`config.mk`:
```
export PLATFORM = sky130hd
export DESIGN_NAME = ir_queue
export DESIGN_NICKNAME = d
export VERILOG_FILES = /design/src/rtl/ir_queue.sv
export SDC_FILE = /design/constraint.sdc
export NUM_CORES = 1
export LEC_CHECK = 0
export BUFFER_PORTS_ARGS = -buffer_cell sky130_fd_sc_hd__buf_2
export CORE_MARGIN = 8
export CORE_UTILIZATION = 51
export DETAILED_ROUTE_END_ITERATION = 12
export PLACE_DENSITY = 0.78
export SYNTH_ARGS = -nofsm -noshare
export SYNTH_HDL_FRONTEND = slang
export SYNTH_SLANG_ARGS = --single-unit
```
`constraint.sdc`:
```
create_clock -name clk -period 2.5 [get_ports clk]
set_clock_uncertainty 0.2 [all_clocks]
set_input_delay 0.375 -clock clk [delete_from_list [all_inputs] [get_ports clk]]
set_output_delay 0.375 -clock clk [all_outputs]
set_load 0.02 [all_outputs]
```
`src/rtl/ir_queue.sv`:
```
`default_nettype none
// ============================================================================
// Module      : ir_queue
// Description : LC-3b instruction queue. Buffers up to DEPTH fetched 16-bit
//               words in FIFO order behind valid/ready handshakes and presents
//               the head entry together with its decoded instruction fields.
//               A flush discards all entries on a control-flow redirect.
// Revision    : 1.0 - initial release
// ============================================================================
module ir_queue #(
    parameter int DEPTH      = 4,
    parameter bit ZERO_EMPTY = 1'b1
) (
    input  logic                       clk,
    input  logic                       reset_n,
    input  logic                       flush,
    input  logic                       in_valid,
    input  logic [15:0]                in,
    output logic                       in_ready,
    output logic                       out_valid,
    input  logic                       out_ready,
    output logic [$clog2(DEPTH+1)-1:0] count,
    output logic [15:0]                head,
    output logic [3:0]                 opcode,
    output logic [2:0]                 dest,
    output logic [2:0]                 src1,
    output logic [2:0]                 src2,
    output logic                       imm5_enable,
    output logic                       ashf,
    output logic                       jsr_enable,
    output logic                       dshf,
    output logic [3:0]                 imm4,
    output logic [4:0]                 imm5,
    output logic [7:0]                 trapvect8,
    output logic [5:0]                 offset6,
    output logic [8:0]                 offset9,
    output logic [10:0]                offset11
);

    localparam int c_PTR_W = $clog2(DEPTH);
    localparam int c_CNT_W = $clog2(DEPTH + 1);
    localparam logic [c_CNT_W-1:0] c_DEPTH_CNT = c_CNT_W'(DEPTH);
    localparam logic [c_PTR_W-1:0] c_PTR_ONE   = c_PTR_W'(1);
    localparam logic [c_CNT_W-1:0] c_CNT_ONE   = c_CNT_W'(1);

    logic [15:0]        r_mem [DEPTH];
    logic [c_PTR_W-1:0] r_wp;
    logic [c_PTR_W-1:0] r_rp;
    logic [c_CNT_W-1:0] r_count;

    logic               w_push;
    logic               w_pop;
    logic               w_empty;
    logic [15:0]        w_head;

    // Handshake qualification; full/empty come only from the count register,
    // so in_ready never sees out_ready and out_valid never sees in_valid.
    always_comb begin
        w_empty   = (r_count == '0);
        in_ready  = (r_count < c_DEPTH_CNT);
        out_valid = !w_empty;
        w_push    = in_valid && in_ready;
        w_pop     = out_valid && out_ready;
        count     = r_count;
    end

    // Pointer and occupancy tracking; reset beats flush, flush beats handshakes.
    always_ff @(posedge clk) begin
        if (!reset_n) begin
            r_wp    <= '0;
            r_rp    <= '0;
            r_count <= '0;
        end else if (flush) begin
            r_wp    <= '0;
            r_rp    <= '0;
            r_count <= '0;
        end else begin
            if (w_push) begin
                r_wp <= r_wp + c_PTR_ONE;
            end
            if (w_pop) begin
                r_rp <= r_rp + c_PTR_ONE;
            end
            if (w_push && !w_pop) begin
                r_count <= r_count + c_CNT_ONE;
            end else if (w_pop && !w_push) begin
                r_count <= r_count - c_CNT_ONE;
            end
        end
    end

    // Entry storage; contents are never cleared, only the pointers are.
    always_ff @(posedge clk) begin
        if (reset_n && !flush && w_push) begin
            r_mem[r_wp] <= in;
        end
    end

    // Head selection, optionally masked to zero while the queue is empty.
    generate
        if (ZERO_EMPTY) begin : g_zero_empty
            always_comb begin
                w_head = w_empty ? 16'h0000 : r_mem[r_rp];
            end
        end else begin : g_stale_head
            always_comb begin
                w_head = r_mem[r_rp];
            end
        end
    endgenerate

    // Field decode is a pure slice of the selected head word.
    always_comb begin
        head        = w_head;
        opcode      = w_head[15:12];
        dest        = w_head[11:9];
        src1        = w_head[8:6];
        src2        = w_head[2:0];
        imm5_enable = w_head[5];
        ashf        = w_head[5];
        jsr_enable  = w_head[11];
        dshf        = w_head[4];
        imm4        = w_head[3:0];
        imm5        = w_head[4:0];
        trapvect8   = w_head[7:0];
        offset6     = w_head[5:0];
        offset9     = w_head[8:0];
        offset11    = w_head[10:0];
    end

endmodule
`default_nettype wire

```
==> flow_summary.yaml <==
logic_synthesis:
  yosys_warnings: 0
  ys_seq_elements: 73
  syn_nets: 238
  synthCells: 211
  synthesis.area_mm2: 0.00343
  synth_top_area_cell: "edfxtp_1"
  ys_types: 26
  synth.avg_cell_area_um2: 16.2
  synth_area_leaders: "edfxtp_1 (56%), buf_4 (13%), mux4_2 (11%), dfxtp_1 (5.3%), nor2b_4 (4.0%)"
  ys_seq_area_share_pct: 61.3
  synth_top_area_share_pct: 56.1
sta:
  maxSlewViolCount: 0
  slew_headroom_pct: 66.4
  period_share_pct: 94.5
  rsz0062_at_grt: "false"
  tightest_slew_ns: 0.503
  setup_violations: 0
  tns_ns: 0
  fmax_ghz: 0.423
  timing.final.hold_violations: 0
  finalCriticalPeriod_ns: 2.36
  hold_ws_ns: 0.0540
layout:
  final_core_util_pct: 57.0
  fillers: 507
  fin_nets: 292
  drive_above_1_share_pct: 55.2
  final_area_mm2: 0.00379
  layout_commonest_cell: "buf_2"
  diodes: 0
  layout_common_cells: "buf_2 (101), edfxtp_1 (64), mux4_2 (16), nor2b_4 (10)"
  area_growth_pct: 10.5
  stdcell_count: 350
detailed_routing:
  routed-via-count: 1721
  drc: 0
  ant_nets: 0
  vias_per_cell: 4.92
  finalWirelength_mm: 5.75
  initialDrtViolationCount: 82
  wire_per_inst_um: 16.4
  dr.pass1.iters: 5
clock_tree:
  clkSinkCount: 73
  numCtsBuffers: 9
  htreeDepth: 3
  cts_tree: "yes"
  clk_pin_slew_worst_paths_ns: 0.07
  clockRootBuffer: "clkbuf_8"
  postCtsSetupRepairBufs: 0
  cts_buffer_depth: 2
  ctsHoldBuffers: 0
  cts_resized: 0
  clk_latency_ns: 0.33
floorplanning:
  die_area_mm2: 0.00960
  die_h_um: 98.0
  rows: 30
  core_mm2: 0.00664
  io_pins: 102
  die_x_um: 98.0
  start_util_pct: 51.6
power:
  pwr_density_cell_mw_per_mm2: 773
  power_leakage_nw: 1.58
  vdd_drop_max_v: 0.000335
place:
  dp_cells: 334
  dpl_cell_area_mm2: 0.00361
  io_buffers: 101
  gp_congestion: 0.742
  place_hpwl_mm: 4.07
critical_path:
  path_delay_family: "multiplexers"
  path_buf_inv: 2
  crit_fanout: 16
  cp-start-kind: "flip-flop"
  worstSetupPathType: "flip-flop to output pin"
  reg2reg_from: "count[0]"
  arrival_ns: 1.79
  cp_slowest_cell: "mux4_2"
  worstPathRequired_ns: 1.92
  max_stage_delay_ns: 0.50
  crit_chain: "buf_12, mux4_2, nor2b_1, buf_2"
  end_kind: "output pin"
run:
  cap_violations: 0
outcome:
  status: "finished, final reports clean"
global_routing:
  grt.total_usage_pct: 12.1
  grt_max_degree: 17
  grt_pass1_vias: 1806
  overflow: 0
  grt_pass1_wl_mm: 8.95
  antenna_found_initial: 0
worst_hold_path:
  min_from: "in[8]"
  hold_path.class: "input pin to flip-flop"
==> where the power goes <==
group	switching (mW)	internal (mW)
Sequential	0.0171	1.35
Combinational	0.471	0.243
Clock	0.390	0.460
==> through the flow <==
stage	total power, mW	worst slack, ns
finish	2.93	0.138
global placement	2.10	0.237
global route	3.05	0.0125
detailed placement	2.11	0.194
floorplan	2.05	0.216
CTS	2.96	0.0867
==> worst reg2reg max path: stages (launching register included) <==
cell and delay, ns:
dfxtp_1 0.39, o31ai_1 0.38, ha_1 0.25, inv_1 0.06, fa_1 0.37, xor2_1 0.15, or3_1 0.30, a21oi_1 0.14
==> path summary, 6_finish.rpt <==
kind                            depth (start not counted)  slack (ns)     endpoint
worst max register to register                          7        0.19     count[2]
worst min-delay path                                    1        0.05  r_mem[2][8]
worst min register to register                          2        0.30    flip-flop
worst max-delay path                                    4        0.14      head[2]
==> cell families (layout without fill, tap and decap cells) <==
kind of cell,Yosys count,in the layout,share of synthesized area [%]
xor gates and xnor gates,4,4,1.02
buffers and inverters,72,131,15.3
and+or+nand+nor,33,33,8.00
AOI/OAI and AO/OA,5,5,0.803
adders and majority gates,6,6,2.41
muxes,18,18,11.1
DFF,73,73,61.3
==> cell usage after synthesis <==
cell type	number
a21oi_1	2
and3_1	4
buf_12	1
buf_2	2
buf_4	61
buf_6	1
clkbuf_1	2
dfxtp_1	9
edfxtp_1	64
fa_1	1
ha_1	5
inv_1	4
inv_2	1
mux2i_1	2
mux4_2	16
nand2_1	1
nand2b_1	1
nor2_1	6
nor2b_1	8
nor2b_4	10
nor3_4	1
o21ai_0	2
o31ai_1	1
or3_1	2
xnor2_1	1
xor2_1	3
==> final cells by class <==
| type | count | area [um^2] | area share (%) |
|---|---|---|---|
| Tap cell | 80 | 100 | 2.64 |
| Inverter | 5 | 18.8 | 0.496 |
| Clock inverter | 3 | 41.3 | 1.09 |
| Clock buffer | 13 | 139 | 3.67 |
| Timing Repair Buffer | 110 | 586 | 15.5 |
| Multi-Input combinational cell | 66 | 800 | 21.1 |
| Sequential cell | 73 | 2100 | 55.5 |
==> layer usage <==
layer | share of wire [%] | up-vias | global-route usage (%)
met4 | 1.9 | 0 | 6.47
met3 | 9.7 | 10 | 5.69
met5 | 0 | - | 0
li1 | - | 806 | -
met2 | 52 | 70 | 21.2
met1 | 36 | 835 | 11.5
==> registers in the layout (all words and copies together) (netlist names), named ones only <==
signal	count
r_mem	64
r_rp	2
r_wp	2
count	3
No activity file was read; power rests on OpenSTA's default activity.
